[config.mk]
export PLATFORM = sky130hd
export DESIGN_NAME = prog_loader
export DESIGN_NICKNAME = d
export VERILOG_FILES = /design/src/rtl/prog_loader_pkg.sv /design/src/rtl/prog_word_assembler.sv /design/src/rtl/prog_loader.sv
export SDC_FILE = /design/constraint.sdc
export NUM_CORES = 1
export LEC_CHECK = 0
export CAP_MARGIN = 20
export CORE_MARGIN = 4
export CORE_UTILIZATION = 55
export DETAILED_ROUTE_END_ITERATION = 10
export GPL_ROUTABILITY_DRIVEN = 0
export PLACE_DENSITY_LB_ADDON = 0.08
export SYNTH_ARGS = -nofsm -noshare
export SYNTH_HDL_FRONTEND = slang
export SYNTH_SLANG_ARGS = --single-unit
[constraint.sdc]
create_clock -name clk_i -period 6.98 [get_ports clk_i]
set_input_delay 1.745 -clock clk_i [delete_from_list [all_inputs] [get_ports clk_i]]
set_output_delay 1.745 -clock clk_i [all_outputs]
set_load 0.005 [all_outputs]
[src/rtl/prog_loader_pkg.sv]
`default_nettype none
// ============================================================================
// Module      : prog_loader_pkg
// Description : Shared definitions for the serial program loader: FSM state
//               encoding, frame sync byte and the byte order of data words
//               within a frame.
// Revision    : 1.0 - initial release
// ============================================================================
package prog_loader_pkg;

    typedef enum logic [3:0] {
        ST_IDLE   = 4'd0,
        ST_SYNC   = 4'd1,
        ST_TGT    = 4'd2,
        ST_LEN_LO = 4'd3,
        ST_LEN_HI = 4'd4,
        ST_DATA   = 4'd5,
        ST_CSUM   = 4'd6,
        ST_DONE   = 4'd7,
        ST_ERROR  = 4'd8
    } state_t;

    // First byte of every frame.
    localparam logic [7:0] c_sync_byte = 8'hA5;

    // Frame byte order: the length field and every data word arrive
    // least-significant byte first.
    localparam bit c_word_lsb_first = 1'b1;

    // Maps the n-th received byte of a word onto its byte lane in the word.
    function automatic logic [2:0] lane_pos(input logic [2:0] lane,
                                            input logic [2:0] last_lane);
        if (c_word_lsb_first) begin
            return lane;
        end
        return last_lane - lane;
    endfunction

endpackage
`default_nettype wire

[src/rtl/prog_word_assembler.sv]
`default_nettype none
// ============================================================================
// Module      : prog_word_assembler
// Description : Collects DATA_WIDTH/8 bytes into one memory word.
//               o_word_done is asserted combinationally together with the
//               strobe of the last byte of a word; o_word then already holds
//               the complete word, including that last byte.
// Ports       : clk, rst       - clock, synchronous active-high reset
//               i_clr          - drop any partially assembled word
//               i_valid/i_byte - byte strobe and data
//               o_word         - word including the current byte
//               o_word_done    - current byte completes the word
// Revision    : 1.0 - initial release
// ============================================================================
module prog_word_assembler
    import prog_loader_pkg::*;
#(
    parameter int DATA_WIDTH = 32
) (
    input  logic                  clk,
    input  logic                  rst,
    input  logic                  i_clr,
    input  logic                  i_valid,
    input  logic [7:0]            i_byte,
    output logic [DATA_WIDTH-1:0] o_word,
    output logic                  o_word_done
);

    localparam int         c_bytes     = DATA_WIDTH / 8;
    localparam logic [2:0] c_last_lane = 3'(c_bytes - 1);

    logic [2:0]            r_lane;
    logic [DATA_WIDTH-1:0] r_word;
    logic [2:0]            w_pos;
    logic [DATA_WIDTH-1:0] w_word_next;

    always_comb begin
        w_pos       = lane_pos(r_lane, c_last_lane);
        w_word_next = r_word;
        w_word_next[{w_pos, 3'b000} +: 8] = i_byte;
    end

    assign o_word      = w_word_next;
    assign o_word_done = i_valid && (r_lane == c_last_lane);

    always_ff @(posedge clk) begin
        if (rst || i_clr) begin
            r_lane <= '0;
            r_word <= '0;
        end else if (i_valid) begin
            if (r_lane == c_last_lane) begin
                r_lane <= '0;
                r_word <= '0;
            end else begin
                r_lane <= r_lane + 3'd1;
                r_word <= w_word_next;
            end
        end
    end

endmodule
`default_nettype wire

[src/rtl/prog_loader.sv]
`default_nettype none
// ============================================================================
// Module      : prog_loader
// Description : Loads program images received as byte frames into one of
//               NUM_TARGETS memories while holding the system in reset.
//               Frame: A5, target, len_lo, len_hi, N words LSB first,
//               checksum (XOR of every byte between sync and checksum).
// Ports       : clk_i, rst_i        - clock, synchronous active-high reset
//               prog_i              - programming mode enable (level)
//               rx_valid_i/rx_byte_i- received byte strobe and data
//               we_o/addr_o/wdata_o - one-hot memory write port
//               sys_rst_o           - hold-reset for the rest of the system
//               done_o/err_o        - frame accepted / frame rejected
// Revision    : 1.0 - initial release
// ============================================================================
module prog_loader
    import prog_loader_pkg::*;
#(
    parameter int DATA_WIDTH     = 32,
    parameter int ADDR_WIDTH     = 12,
    parameter int NUM_TARGETS    = 2,
    parameter int TIMEOUT_CYCLES = 1000000
) (
    input  logic                   clk_i,
    input  logic                   rst_i,
    input  logic                   prog_i,
    input  logic                   rx_valid_i,
    input  logic [7:0]             rx_byte_i,
    output logic [NUM_TARGETS-1:0] we_o,
    output logic [ADDR_WIDTH-1:0]  addr_o,
    output logic [DATA_WIDTH-1:0]  wdata_o,
    output logic                   sys_rst_o,
    output logic                   done_o,
    output logic                   err_o
);

    localparam int          c_gap_w       = $clog2(TIMEOUT_CYCLES + 1);
    localparam logic [c_gap_w-1:0] c_gap_last = c_gap_w'(TIMEOUT_CYCLES - 1);
    localparam logic [7:0]  c_num_targets = 8'(NUM_TARGETS);
    localparam logic [32:0] c_max_words   = 33'd1 << ADDR_WIDTH;

    state_t                  r_state;
    state_t                  w_state_next;
    logic [2:0]              r_target;
    logic [15:0]             r_len;
    logic [16:0]             r_word_cnt;
    logic [ADDR_WIDTH-1:0]   r_next_addr;
    logic [7:0]              r_csum;
    logic [c_gap_w-1:0]      r_gap;

    logic [15:0]             w_len_full;
    logic                    w_last_word;
    logic                    w_gap_active;
    logic                    w_gap_expired;
    logic                    w_asm_valid;
    logic                    w_asm_clr;
    logic                    w_word_done;
    logic [DATA_WIDTH-1:0]   w_word;
    logic [NUM_TARGETS-1:0]  w_we_next;

    assign w_len_full    = {rx_byte_i, r_len[7:0]};
    assign w_last_word   = (r_word_cnt + 17'd1) == {1'b0, r_len};
    assign w_gap_active  = (r_state == ST_TGT)    || (r_state == ST_LEN_LO) ||
                           (r_state == ST_LEN_HI) || (r_state == ST_DATA)   ||
                           (r_state == ST_CSUM);
    // A byte in the expiring cycle wins over the timeout.
    assign w_gap_expired = w_gap_active && !rx_valid_i && (r_gap == c_gap_last);
    assign w_asm_valid   = prog_i && rx_valid_i && (r_state == ST_DATA);
    assign w_asm_clr     = !prog_i || (r_state != ST_DATA);

    // Target was range-checked before any data, so this stays one-hot.
    for (genvar t = 0; t < NUM_TARGETS; t++) begin : g_we
        assign w_we_next[t] = (r_target == 3'(t));
    end

    prog_word_assembler #(
        .DATA_WIDTH (DATA_WIDTH)
    ) u_asm (
        .clk         (clk_i),
        .rst         (rst_i),
        .i_clr       (w_asm_clr),
        .i_valid     (w_asm_valid),
        .i_byte      (rx_byte_i),
        .o_word      (w_word),
        .o_word_done (w_word_done)
    );

    always_ff @(posedge clk_i) begin
        if (rst_i) begin
            r_state <= ST_IDLE;
        end else begin
            r_state <= w_state_next;
        end
    end

    always_comb begin
        w_state_next = r_state;
        sys_rst_o    = (r_state != ST_IDLE) && (r_state != ST_DONE);
        done_o       = (r_state == ST_DONE);
        err_o        = (r_state == ST_ERROR);
        if (!prog_i) begin
            w_state_next = ST_IDLE;
        end else begin
            case (r_state)
                ST_IDLE:   w_state_next = ST_SYNC;
                ST_SYNC:   if (rx_valid_i && (rx_byte_i == c_sync_byte))
                               w_state_next = ST_TGT;
                ST_TGT:    if (rx_valid_i)
                               w_state_next = (rx_byte_i >= c_num_targets) ? ST_ERROR : ST_LEN_LO;
                ST_LEN_LO: if (rx_valid_i) w_state_next = ST_LEN_HI;
                ST_LEN_HI: if (rx_valid_i) begin
                               if ({17'd0, w_len_full} > c_max_words)
                                   w_state_next = ST_ERROR;
                               else if (w_len_full == 16'd0)
                                   w_state_next = ST_CSUM;
                               else
                                   w_state_next = ST_DATA;
                           end
                ST_DATA:   if (w_word_done && w_last_word) w_state_next = ST_CSUM;
                ST_CSUM:   if (rx_valid_i)
                               w_state_next = (rx_byte_i == r_csum) ? ST_DONE : ST_ERROR;
                default:   w_state_next = r_state;
            endcase
            if (w_gap_expired) begin
                w_state_next = ST_ERROR;
            end
        end
    end

    always_ff @(posedge clk_i) begin
        if (rst_i) begin
            we_o        <= '0;
            addr_o      <= '0;
            wdata_o     <= '0;
            r_target    <= '0;
            r_len       <= '0;
            r_word_cnt  <= '0;
            r_next_addr <= '0;
            r_csum      <= '0;
            r_gap       <= '0;
        end else begin
            we_o <= '0;

            if (prog_i && w_gap_active && !rx_valid_i) begin
                r_gap <= r_gap + 1'b1;
            end else begin
                r_gap <= '0;
            end

            if (!prog_i || (r_state == ST_IDLE) || (r_state == ST_SYNC)) begin
                r_target    <= '0;
                r_len       <= '0;
                r_word_cnt  <= '0;
                r_next_addr <= '0;
                r_csum      <= '0;
            end else if (rx_valid_i) begin
                case (r_state)
                    ST_TGT: begin
                        r_target <= rx_byte_i[2:0];
                        r_csum   <= r_csum ^ rx_byte_i;
                    end
                    ST_LEN_LO: begin
                        r_len[7:0] <= rx_byte_i;
                        r_csum     <= r_csum ^ rx_byte_i;
                    end
                    ST_LEN_HI: begin
                        r_len  <= w_len_full;
                        r_csum <= r_csum ^ rx_byte_i;
                    end
                    ST_DATA: begin
                        r_csum <= r_csum ^ rx_byte_i;
                        if (w_word_done) begin
                            we_o        <= w_we_next;
                            addr_o      <= r_next_addr;
                            wdata_o     <= w_word;
                            r_next_addr <= r_next_addr + 1'b1;
                            r_word_cnt  <= r_word_cnt + 17'd1;
                        end
                    end
                    default: ;
                endcase
            end
        end
    end

endmodule
`default_nettype wire

# Yosys cells after proc, flatten, opt, wreduce, memory -nomap -nowiden

Cells that the tools add are included.

Bits in registers: 161
Word-level logic and storage cells: 113
Input bits: 12

Bitwise operators: 7
Magnitude comparators: 2
$add $sub $neg: 5
Mux-type cells: 15
Reductions and logical operators: 40
Shifts and indexed selects: 2
Equality and inequality tests: 28

Operators with widths:

| kind                   | number |
|---|---|
| $mux 4                 | 10 |
| $bwmux 32              | 1 |
| $mux 32                | 1 |
| $shift 8x8->32 const A | 1 |
| $shiftx 8x8->32        | 1 |
| $pmux 4 s7             | 1 |
| $add 20x1->20 const B  | 1 |
| $eq 20x20->1 const B   | 1 |
| $add 17x1->17 const B  | 1 |
| $eq 17x16->1           | 1 |
| $eq 4x3->1 const B     | 4 |
| $gt 16x13->1 const B   | 1 |
| $logic_not 16->1       | 1 |
| $ne 3x3->1 const B     | 5 |
| $reduce_and 7->1       | 2 |
| $add 12x1->12 const B  | 1 |
| $logic_and 1x1->1      | 10 |
| $ne 2x2->1 const B     | 5 |
| $eq 4x2->1 const B     | 2 |
| $eq 8x8->1             | 1 |
| $eq 8x8->1 const B     | 1 |
| $ge 8x2->1 const B     | 1 |
| $logic_or 1x1->1       | 8 |
| $ne 4x3->1 const B     | 2 |
| other kinds (25)       | 36 |

# Depth between registers and ports, before layout

Word-level depth: 9
Gate-level depth with buffers: 11
Mapped depth without buffers: 9

# Hierarchy

Synthesis repeated with hierarchy kept, for this count alone.

Cell total of the unflattened synthesis: 869
Area total of the unflattened synthesis: 7623.6 µm²

By module, submodules not included:

| module              | area each (µm²) | instances | cells each |
|---|---|---|---|
| prog_loader         | 5820.6          | 1         | 717 |
| prog_word_assembler | 1803.0          | 1         | 152 |

# Least setup slack after synthesis

No wires, ideal clock.

Kind: input to register
Start: in rx_byte_i[4]
End: reg r_state[1]
Arrival: 3071 ps
Path buffers: 1
Data required time: 6861 ps
Cell stages on the path: 7
Path slack: 3790 ps
Cells stage by stage: clkbuf_1 -> nand3b_1 -> o41ai_1 -> nand2_1 -> a211oi_1 -> o21ai_0 -> o221a_1

Word-level cells in the longest chain between the ends: 5
Elaborated cells between the ends (all ways): 16

Ends and longest elaborated chain:

| element                                                              | line              | RTL |
|---|---|---|
| start: declaration                                                   | prog_loader.sv:28 | `input logic [7:0] rx_byte_i,` |
| parallel branches: the longest is 5 deep, another holds $gt 16x13->1 | --                |  |
| end signal: assignment                                               | prog_loader.sv:92 | `r_state <= w_state_next;` |
| end: declaration                                                     | prog_loader.sv:42 | `state_t r_state;` |

Several ways; the timed one is not identified. The select of a mux whose other input is x is not followed.
A chain may end at the register's enable or synchronous reset.

# Worst setup path after layout

Start: reg r_state[1]
End: out sys_rst_o

Word-level cells in the longest chain between the ends: 2
Elaborated cells between the ends (all ways): 3

Ends and longest elaborated chain:

| element                                                | line              | RTL |
|---|---|---|
| $ne 4x3->1 / $reduce_bool 4->1 (equally long branches) | prog_loader.sv:98 | `sys_rst_o = (r_state != ST_IDLE) && (r_state != ST_DONE);` |
| $logic_and 1x1->1 *                                    | prog_loader.sv:98 |  |
| end: declaration                                       | prog_loader.sv:32 | `output logic sys_rst_o,` |

Mark *: on every way between the ends. The rest lies on a longest branch, timed or not.

==> flow_summary.ini <==
[run_status]
status = complete, no violations

[timing]
max_freq_mhz = 260
setup_tns_ns = 0
timing.slew.headroom = 0.378
period_share = 0.551
rsz0062_at_grt = false
fin_crit_ns = 3.85
drv_slew = 0
hold_viol_final = 0
max_slew.worst_pin.slew_ns = 0.930
setup_viol = 0
worst_slack_ns = 3.13
skew_ns = 0.00679

[worst_setup_path]
cp.required_ns = 5.24
cp_slowest_cell = dfxtp_1
path_max_fanout = 17
crit_chain = nand2_1 > nor2_1 > o21bai_1 > clkdlybuf4s50_1
critPathKind = flip-flop to output pin
endpoint_kind = output pin
cp.arrival_ns = 2.10
max_stage_delay_ns = 0.73
start_kind = flip-flop

[die]
initial_core_util = 0.559
fp.dieW_um = 124
die_h_um = 124
core_area_sq_um = 13200
io-pin-count = 61
num_rows = 42
die_area_sq_um = 15300

[logic_synthesis]
synth_edf_count = 0
yosys-top-cells-count = 161 x dfxtp_1, 158 x nor2_1, 80 x nand2_1, 53 x mux2i_1, 41 x clkbuf_1
synth_flop_cell = dfxtp_1
async_flop_share = 0
synthTopCellsByArea = dfxtp_1 44%, nor2_1 8.0%, mux2i_1 7.2%, xnor2_1 4.5%, xor2_1 4.3%
postSynthCellCount = 854
yosys.area.top_type = dfxtp_1
synth.top_cell.area_share = 0.437
yosysWarnings = 0
netlist_area_sq_um = 7370
ys_ff_latch = 161
synth_cell_types = 59
syn_avg_cell_area_sq_um = 8.63
syn_nets = 872
ys_seq_area_frac = 0.437
synth.most_common_cell = dfxtp_1

[routing]
ant_nets = 0
drtIter0Drc = 491
drtPass1Iterations = 5
wirelength_mm = 17.1
viasPerCell = 5.62
vias = 6016
drc = 0
wl_per_cell_um = 16.0

[clocking]
cts.path.max_buffers = 2
clk_pin_slew_ns = 0.07
htreeDepth = 4
clock_latency_ns = 0.44
hold_buffers = 0
cts_buffers = 17
cts-root-buf = clkbuf_16
ctsResizeCount = 0
cts_tree = done
clock-sinks = 161
cts_setup_buffers = 0

[grt]
antenna_found_initial = 0
grt_pass1_wl_mm = 28.4
grt-ovfl-total = 0
grt_usage = 0.236
grt_max_degree = 59
grt_pass1_vias = 5774

[layout]
fillers = 1132
diodes = 0
nets = 899
area_delta_synth_final_pct = 15.6
drive_above_1_share = 0.0604

[place]
port_buffers = 60
dp_slack_ns = 2.75
dp_hpwl_mm = 11.4

[power]
cellPowerDensity_nw_per_um2 = 223
power_leakage_nw = 2.78
vdd_ir_drop_max_uv = 158

[run]
maxCapViolations = 0

[worst_hold_path]
hold_class = flip-flop to flip-flop
==> placed cells by master, fill, tap and decap left out, types with 2 or more instances in the layout <==
cell type	n
dfxtp_1	161
nor2_1	158
nand2_1	80
clkdlybuf4s50_1	59
mux2i_1	53
xnor2_1	38
xor2_1	36
a211oi_1	34
a22oi_1	33
a21oi_1	28
nand3_1	22
o21ai_0	18
clkbuf_16	17
nor3_1	16
inv_1	13
and3_1	12
nand4_1	11
or3_1	10
nor2b_1	8
ha_1	6
nor3b_1	5
inv_6	5
nor4b_1	4
or3_2	4
nor4_1	4
nand2b_1	3
and4_1	3
o21ai_1	3
buf_4	3
or2_1	2
or4_1	2
o221ai_1	2
o211ai_1	2
o31ai_1	2
clkbuf_1	2
clkinvlp_4	2
clkinv_4	2
clkinv_2	2
==> per-layer routing <==
metal	up-vias	GRT usage	part of all wire
li1	3009	-	-
met1	2855	0.301	0.45
met2	123	0.388	0.49
met3	29	0.0572	0.039
met4	0	0.0872	0.016
met5	-	0	0
==> area by class of cell <==
class | instances | area [sq um] | share of cell area
Timing Repair Buffer | 64 | 633 | 0.0743
Clock buffer | 20 | 447 | 0.0524
Inverter | 13 | 48.8 | 0.00573
Sequential cell | 161 | 3220 | 0.378
Multi-Input combinational cell | 624 | 3850 | 0.452
Tap cell | 176 | 220 | 0.0258
Clock inverter | 12 | 97.6 | 0.0115
==> report_power, final <==
group / switching, mW / total, mW / leakage [nW] / internal (mW)
registers: 0.0138 / 0.936 / 1.30 / 0.922
logic: 0.0594 / 0.0978 / 1.22 / 0.0384
clock network: 0.399 / 0.870 / 0.264 / 0.471
total: 0.472 / 1.90 / 2.78 / 1.43
==> worst max-delay path: cells and delay by family, from the launching register on <==
kind / cells / cell delay, ns
buf+inv: 1 / 0.45
compound gates: 1 / 0.09
simple gates: 2 / 0.38
flops: 1 / 0.73
==> metrics by stage <==
step,std cells,hold WS (ns),util,total power [mW],area (sq um)
2_1_floorplan,854,0.412,-,1.03,7370
3_3_place_gp,1037,0.443,0.604,1.05,7960
3_5_place_dp,1037,0.447,0.604,1.05,7960
4_1_cts,1069,0.456,0.645,1.92,8510
5_1_grt,1070,0.480,0.646,1.97,8520
6_report,1070,0.447,0.646,1.90,8520
==> registers in the layout (all words and copies together), names as in the netlist, 3 cells and up <==
signal	count
r_next_addr	12
u_asm.r_word	32
u_asm.r_lane	3
r_word_cnt	17
r_len	16
r_target	3
addr_o	12
wdata_o	32
r_csum	8
r_state	4
r_gap	20
==> cells by family after synthesis <==
group,after synthesis,share of synthesized area
multiplexers,53,0.0720
XOR/XNOR,74,0.0879
buffers and inverters,69,0.0421
flip-flops,161,0.437
adder cells (fa/ha/maj),6,0.0102
AO/OA/AOI/OAI,135,0.125
AND/OR/NAND/NOR,356,0.226
==> final timing paths <==
kind,from,end,slack [ns],cells after the start
worst max-delay path,r_state[1],sys_rst_o,3.13,4
worst min-delay path,r_target[0],we_o[0],0.45,1
worst max register to register,u_asm.r_lane[0],u_asm.r_word[28],4.05,9
worst min register to register,r_target[0],we_o[0],0.45,1
Power figures use the tool's default switching activity.
